$ cat src/rtl/trig_sched_pkg.sv
// trig_sched_pkg: shared types and default sizes for the trigger-event scheduler
package trig_sched_pkg;
  localparam int TS_W_DEF  = 32;
  localparam int LCT_W_DEF = 8;
  localparam int DEPTH_DEF = 16;
  typedef enum logic [1:0] {S_IDLE, S_RUN, S_DONE} sched_state_t;
  typedef struct packed {
    logic [TS_W_DEF-1:0]  ts;
    logic                 l1a;
    logic                 alct_dav;
    logic                 tmb_dav;
    logic [LCT_W_DEF-1:0] lct;
  } sched_entry_t;
endpackage

$ cat src/rtl/sched_fifo.sv
// sched_fifo: show-ahead FIFO of scheduler entries with synchronous flush
module sched_fifo
  import trig_sched_pkg::*;
#(
  parameter int DEPTH = DEPTH_DEF
) (
  input  logic                   clk,
  input  logic                   rst,
  input  logic                   push,
  input  logic                   pop,
  input  logic                   flush,
  input  sched_entry_t           din,
  output sched_entry_t           head,
  output logic                   full,
  output logic                   empty,
  output logic [$clog2(DEPTH):0] count
);
  localparam int AW = $clog2(DEPTH);
  sched_entry_t mem_q [DEPTH];
  logic [AW:0] wr_q, rd_q;
  assign count = wr_q - rd_q;
  assign full  = count == (AW+1)'(DEPTH);
  assign empty = wr_q == rd_q;
  assign head  = mem_q[rd_q[AW-1:0]];
  // pointers carry one wrap bit so full and empty are distinguishable; flush also drops a same-cycle push
  always_ff @(posedge clk) begin
    if (rst || flush) begin
      wr_q <= '0;
      rd_q <= '0;
    end else begin
      if (push && !full) wr_q <= wr_q + (AW+1)'(1);
      if (pop && !empty) rd_q <= rd_q + (AW+1)'(1);
    end
  end
  // storage is not reset; only slots between the pointers are ever presented
  always_ff @(posedge clk) begin
    if (push && !full && !flush) mem_q[wr_q[AW-1:0]] <= din;
  end
endmodule

$ cat src/rtl/trig_event_sched.sv
// trig_event_sched: replays preloaded timestamped trigger entries as single-cycle pulses
module trig_event_sched
  import trig_sched_pkg::*;
#(
  parameter int DEPTH = DEPTH_DEF,
  parameter int TS_W  = TS_W_DEF,
  parameter int LCT_W = LCT_W_DEF
) (
  input  logic                   clk,
  input  logic                   rst,
  input  logic                   en,
  input  logic                   start,
  input  logic                   abort,
  input  logic                   wr_en,
  input  logic [TS_W-1:0]        wr_ts,
  input  logic                   wr_l1a,
  input  logic                   wr_alct_dav,
  input  logic                   wr_tmb_dav,
  input  logic [LCT_W-1:0]       wr_lct,
  output logic                   full,
  output logic                   empty,
  output logic [$clog2(DEPTH):0] count,
  output logic                   busy,
  output logic                   done,
  output logic                   late_err,
  output logic                   ovf_err,
  output logic [TS_W-1:0]        ts_cnt,
  output logic                   l1a,
  output logic                   alct_dav,
  output logic                   tmb_dav,
  output logic [LCT_W-1:0]       lct
);
  sched_state_t state_q;
  sched_entry_t din, head;
  logic [TS_W-1:0] ts_cnt_q;
  logic [LCT_W-1:0] lct_q;
  logic wrap_q, l1a_q, alct_q, tmb_q, done_q, late_q, ovf_q;
  logic run, flush, late, pop, fire;
  assign din   = '{ts: wr_ts, l1a: wr_l1a, alct_dav: wr_alct_dav, tmb_dav: wr_tmb_dav, lct: wr_lct};
  assign run   = state_q == S_RUN;
  assign flush = run && abort;
  // once the counter has wrapped, every remaining entry is overdue
  assign late  = wrap_q || head.ts < ts_cnt_q;
  assign pop   = run && !abort && en && !empty && (late || head.ts == ts_cnt_q);
  assign fire  = pop && !late;
  sched_fifo #(.DEPTH(DEPTH)) u_fifo (
    .clk   (clk),
    .rst   (rst),
    .push  (wr_en),
    .pop   (pop),
    .flush (flush),
    .din   (din),
    .head  (head),
    .full  (full),
    .empty (empty),
    .count (count)
  );
  // sequencer: run state, timestamp counter and the registered one-cycle pulse outputs
  always_ff @(posedge clk) begin
    if (rst) begin
      state_q  <= S_IDLE;
      ts_cnt_q <= '0;
      wrap_q   <= 1'b0;
      l1a_q    <= 1'b0;
      alct_q   <= 1'b0;
      tmb_q    <= 1'b0;
      lct_q    <= '0;
      late_q   <= 1'b0;
      done_q   <= 1'b0;
      ovf_q    <= 1'b0;
    end else begin
      l1a_q  <= fire && head.l1a;
      alct_q <= fire && head.alct_dav;
      tmb_q  <= fire && head.tmb_dav;
      lct_q  <= fire ? head.lct : '0;
      late_q <= pop && late;
      done_q <= 1'b0;
      ovf_q  <= ovf_q || (wr_en && full);
      if (state_q == S_IDLE) begin
        if (start) begin
          state_q  <= S_RUN;
          ts_cnt_q <= '0;
          wrap_q   <= 1'b0;
        end
      end else if (run) begin
        if (abort) state_q <= S_IDLE;
        else if (empty && !wr_en) begin
          state_q <= S_DONE;
          done_q  <= 1'b1;
        end else if (en) begin
          ts_cnt_q <= ts_cnt_q + TS_W'(1);
          wrap_q   <= wrap_q || &ts_cnt_q;
        end
      end else state_q <= S_IDLE;
    end
  end
  assign busy     = run;
  assign done     = done_q;
  assign late_err = late_q;
  assign ovf_err  = ovf_q;
  assign ts_cnt   = ts_cnt_q;
  assign l1a      = l1a_q;
  assign alct_dav = alct_q;
  assign tmb_dav  = tmb_q;
  assign lct      = lct_q;
endmodule

$ cat config.mk
export PLATFORM = sky130hd
export DESIGN_NAME = trig_event_sched
export DESIGN_NICKNAME = d
export VERILOG_FILES = /design/src/rtl/trig_sched_pkg.sv /design/src/rtl/sched_fifo.sv /design/src/rtl/trig_event_sched.sv
export SDC_FILE = /design/constraint.sdc
export NUM_CORES = 1
export LEC_CHECK = 0
export CAP_MARGIN = 30
export CELL_PAD_IN_SITES_DETAIL_PLACEMENT = 2
export CELL_PAD_IN_SITES_GLOBAL_PLACEMENT = 2
export CORE_MARGIN = 8
export CORE_UTILIZATION = 52
export DETAILED_ROUTE_END_ITERATION = 6
export PLACE_DENSITY = 0.9
export SLEW_MARGIN = 20
export SYNTH_ARGS = -nofsm -noshare
export SYNTH_HDL_FRONTEND = slang
export SYNTH_HIERARCHICAL = 1
export SYNTH_SLANG_ARGS = --single-unit
$ cat constraint.sdc
create_clock -name clk -period 17.8 [get_ports clk]
set_input_delay 3.56 -clock clk [delete_from_list [all_inputs] [get_ports clk]]
set_output_delay 3.56 -clock clk [all_outputs]
set_load 0.01 [all_outputs]
After elaboration in Yosys (flattened, before gate mapping)
Memory sizes are Yosys's and may differ from the RTL's. A register that Yosys moved wholly into a read port is not among the register bits.
Cells that the tools add are included.
- multiplexer cells: 22
- reduce and logical (&&, ||, !) cells: 34
- $add $sub $neg: 4
- equality and inequality tests: 8
- $lt $le $gt $ge: 1
- bitwise logic cells: 2
- operators with widths (cell ; count):
    32-bit 2-to-1 mux ; 6
    32-bit by 1-bit adder with 32-bit output, second input constant ; 1
    32-bit == test ; 1
    32-bit less-than comparator ; 1
    32-bit AND reduction ; 1
    1-bit logical AND ; 15
    5-bit by 1-bit adder with 5-bit output, second input constant ; 2
    2-bit 2-to-1 mux ; 5
    1-bit 2-to-1 mux ; 9
    4-bit 2-to-1 mux ; 2
    1-bit logical NOT ; 6
    5-bit == test ; 1
    5-bit == test, second input constant ; 1
    1-bit logical OR ; 5
    5-bit AND reduction ; 1
    5-bit subtractor ; 1
    2-bit inequality test, second input constant ; 2
    4-bit by 2-bit inequality test with 1-bit output, second input constant ; 1
    2-bit nonzero test ; 2
    4-bit OR reduction ; 1
    2-bit by 1-bit == test with 1-bit output, second input constant ; 1
    2-bit logical NOT ; 1
    2-bit by 1-bit inequality test with 1-bit output, second input constant ; 1
    1-bit inverter ; 2
    other kinds (2) ; 2
- RAM bits: 688
- bits in registers: 59
- memories: 1
- bits of input ports: 49
- logic and storage cells: 84
- output and inout port bits: 54
- memories (memory ; depth ; bits a word ; read ports ; clocked after Yosys merged registers in ; wr ports ; RTL line ; text):
    u_fifo.mem_q ; 16 ; 43 ; 1 ; 1 ; 1 ; sched_fifo.sv:19 ; sched_entry_t mem_q [DEPTH];

Depth between registers and ports, before layout
- depth in word-level cells: 8
- depth in mapped cells: 17
- mapped depth without buffers: 14

Hierarchy
Netlist, hierarchy kept.
- by module, submodules not included (module ; cells an instance ; seq. area each (um^2) ; area an instance (um^2) ; times used):
    sched_fifo ; 1063 ; 20940.1 ; 26639.3 ; 1
    trig_event_sched ; 320 ; 980.9 ; 2745.1 ; 1

Worst setup path before layout
No wires, ideal clock.
- kind: input-to-reg
- start point: in abort
- end point: mem u_fifo/mem_q[0][0] (netlist bit) (enable)
- setup time: 550 ps
- path buffers: 0
- stages: 3
- slack: 9203 ps
- arrival time: 8047 ps
- data required time: 17250 ps
- cells stage by stage: and2_1 > nand2b_1 > nor4_1
- cells in the longest elaborated chain, start to end: 5
- RTL lines (item ; RTL line ; text):
    start: declaration ; trig_event_sched.sv:13 ; input logic abort,
    1-bit logical AND ; trig_event_sched.sv:41 ; assign flush = run && abort;
    1-bit logical NOT ; sched_fifo.sv:37 ; if (push && !full && !flush) mem_q[wr_q[AW-1:0]] <= din;
    1-bit logical AND ; sched_fifo.sv:37 ;
    1-bit 2-to-1 mux ; sched_fifo.sv:37 ;
    1-bit 2-to-1 mux (implied by the code) ; sched_fifo.sv:37 ;
    end: declaration ; sched_fifo.sv:19 ;
Every way passes these cells.

Worst setup path in the final report
- start point: reg u_fifo.wr_q[0]
- end point: out full
- cells in the longest elaborated chain, start to end: 2
- RTL lines (item ; RTL line ; text):
    start: declaration ; sched_fifo.sv:20 ; logic [AW:0] wr_q, rd_q;
    start signal: assignment ; sched_fifo.sv:31 ; if (push && !full) wr_q <= wr_q + (AW+1)'(1);
    5-bit subtractor ; sched_fifo.sv:21 ; assign count = wr_q - rd_q;
    5-bit == test ; sched_fifo.sv:22 ; assign full = count == (AW+1)'(DEPTH);
    end: declaration ; trig_event_sched.sv:20 ; output logic full,
Every way passes these cells.

==> flow_metrics.env <==
export IMPL_clk_pin_slew_ps=70
export IMPL_p_int_mw=2.88
export IMPL_fp_coreArea_um2=56200
export IMPL_power_switching_mw=0.826
export IMPL_crit_arrival_ps=3850
export IMPL_period_share=0.416
export IMPL_die_w_um=254
export IMPL_cpMaxStageDelayCell="clkdlybuf4s50_1"
export IMPL_drtAntennaViolNets=0
export IMPL_insertion_delay_ps=630
export IMPL_cts_setup_buffers=0
export IMPL_reg2regPathDepth=15
export IMPL_slew_headroom=0.293
export IMPL_endpoint="full"
export IMPL_vdd_drop_max_mv=0.102
export IMPL_drc_errors=0
export IMPL_cts_root_buf="clkbuf_16"
export IMPL_syn_inst=1383
export IMPL_p_sw_frac=0.223
export IMPL_p_clk_frac=0.436
export IMPL_netlist_area_um2=29400
export IMPL_ys_top_cells_by_area="edfxtp_1, mux4_2, dfxtp_1"
export IMPL_detail_route_wl_per_cell_um=42.2
export IMPL_dpl_cell_count=2208
export IMPL_drt_iter0_markers=1882
export IMPL_holdCritPathClass="reg -> reg"
export IMPL_num_rows=87
export IMPL_dr_pass1_iters=5
export IMPL_cts_resized=0
export IMPL_grt_pass1_wl_um=138000
export IMPL_routed_via_count=15900
export IMPL_area_growth_syn_to_layout_pct=15.4
export IMPL_antenna_found_initial=9
export IMPL_overflow=0
export IMPL_synth_commonest_cells="edfxtp_1, mux4_2, dfxtp_1"
export IMPL_yosysUniqueCellTypes=52
export IMPL_endpoint_kind="output pin"
export IMPL_p_seq_frac=0.528
export IMPL_io_buffer_count=102
export IMPL_grt_total_usage=0.313
export IMPL_fp_dieArea_um2=64400
export IMPL_grt_pass1_vias=17200
export IMPL_final_cells=2352
export IMPL_period_needed_ps=7410
export IMPL_skew_ps=20.0
export IMPL_cp_cell_sequence="inv_1 -> ha_1 -> inv_1 -> fa_1 -> or3_1 -> a2111oi_4 -> clkdlybuf4s50_1"
export IMPL_dp_hpwl_um=53100
export IMPL_synthArstFlopShare=0
export IMPL_p_leak_nw=10.3
export IMPL_start_util=0.523
export IMPL_io_pins=103
export IMPL_drt_vias_per_instance=6.76
export IMPL_path_buf_inv=3
export IMPL_power_density_nw_per_um2=109
export IMPL_cts_buffers_inserted=76
export IMPL_nets=1625
export IMPL_combPwrFrac=0.036
export IMPL_synth_top_cell_area_share=0.703
export IMPL_drt_total_wl_um=99300
export IMPL_layout_drive_gt1_share=0.237
export IMPL_timing_final_hold_violations=0
export IMPL_cap_violations=0
export IMPL_critPathKind="reg -> out"
export IMPL_synth_most_common_cell="edfxtp_1"
export IMPL_crit_top_cell="inv_1"
export IMPL_gp_congestion=0.764
export IMPL_htree_levels=3
export IMPL_worst_slew_pin_slew_ps=1060
export IMPL_slowest_delay_ps=670
export IMPL_rsz0062_at_grt="no"
export IMPL_fin_setup_tns_ps=0
export IMPL_synth_ff_type="edfxtp_1"
export IMPL_clock_fmax_mhz=135
export IMPL_cts_sinks=751
export IMPL_finalSetupViolCount=0
export IMPL_ctsHoldBuffers=0
export IMPL_r2r_slack_ps=11690
export IMPL_critPathLaunchType="flip-flop"
export IMPL_critical_path_depth=7
export IMPL_cp_data_required_time_ps=14240
export IMPL_synth_seq_cells=751
export IMPL_clock_path_buffers=3
export IMPL_fill_cells=4427
export IMPL_seq_area_frac_synth=0.746
export IMPL_slew_violations=0
export IMPL_die_h_um=254
export IMPL_cp_top_family="buffers and inverters"
export IMPL_avgSynthCellArea_um2=21.2
export IMPL_synth_edf_count=688
export IMPL_crit_start="u_fifo/wr_q[0]"
export IMPL_crit_fanout=9
export IMPL_grt_max_degree=66
export IMPL_syn_nets=1475
export IMPL_yosys_area_top_type="edfxtp_1"
export IMPL_yosysWarnings=6
export IMPL_status="completed"
export IMPL_cts_tree="done"
## final cells by class
type	instances	area (µm²)	area share
sequential	751	21900	0.647
multi-input combinational	533	7160	0.211
timing repair buffer	131	1300	0.0382
antenna	2	5.00	0.000148
clock buffer	103	2100	0.0618
inverter	40	150	0.00443
tap	756	946	0.0279
clock inverter	36	309	0.00912
## stage by stage
step / utilization / setup slack, ps / area, µm² / total power, mW / hold WS [ps]
after floorplan: - / 9200 / 29400 / 2.04 / 470
after global placement: 0.559 / 11070 / 31400 / 2.09 / 449
after detailed placement: 0.560 / 10570 / 31400 / 2.12 / 493
after CTS: 0.602 / 10430 / 33800 / 3.73 / 518
after global routing: 0.603 / 10310 / 33900 / 3.78 / 533
final: 0.604 / 10390 / 33900 / 3.70 / 520
## power by group through the flow
stage | logic [mW] | registers (mW) | clock network [mW]
detailed placement | 0.125 | 1.99 | 0
global route | 0.137 | 1.96 | 1.68
floorplan | 0.0522 | 1.99 | 0
CTS | 0.130 | 1.96 | 1.64
finish | 0.132 | 1.96 | 1.62
global placement | 0.105 | 1.99 | 0
## cells in the final DEF (no fill, tap or decap), drive strengths merged, types with 6 or more instances in the layout
cell type        n
nand2           26
nor3            20
mux4           215
clkdlybuf4s50  102
clkinv          27
nand2b           8
nor4            11
dfxtp           63
inv             41
edfxtp         688
ha              42
o21ai            9
xnor2           32
a21oi           25
and2            13
or3              8
clkbuf         103
nand3           14
nand4           16
buf             29
and3             6
nor2            48
## layer usage
metal / track usage / routed length [µm] / vias up
met1: 0.404 / 38000 / 8721
met3: 0.0760 / 8180 / 227
li1: - / - / 6022
met4: 0.109 / 3870 / 6
met2: 0.520 / 49200 / 916
met5: 0 / 40 / -
## how the worst min path moves through the flow
stage                     slack (ps)              to  cells past startpoint           start
after floorplan                  470  u_fifo/wr_q[4]                      2  u_fifo/wr_q[4]
after global placement           450         ovf_err                      2         ovf_err
after detailed placement         490         ovf_err                      2         ovf_err
after CTS                        520         ovf_err                      2         ovf_err
after global routing             530         ovf_err                      2         ovf_err
final                            520         ovf_err                      2         ovf_err
## registers in the layout, summed over array words and instances (netlist names), named ones only
signal and count:
u_fifo/mem_q 688, ts_cnt 32, lct 8, u_fifo/rd_q 5, u_fifo/wr_q 5, state_q 2
alct_dav 1, done 1, l1a 1, late_err 1, ovf_err 1, tmb_dav 1
wrap_q 1
## tightest hold or removal path, delay by kind of cell, from the launching register on
kind	cells	cell delay (ps)
AOI/OAI and AO/OA	1	50
DFF	1	350
and+or+nand+nor	1	90
## logic make-up after synthesis
logic type,count (synthesis),share of synthesized area
AO/OA/AOI/OAI,48,0.0107
adder cells (fa/ha/maj),43,0.0186
AND/OR/NAND/NOR,189,0.0346
XOR/XNOR,35,0.0104
flip-flops,751,0.746
multiplexers,218,0.166
buffers and inverters,99,0.0139
Power figures use the tool's default switching activity.
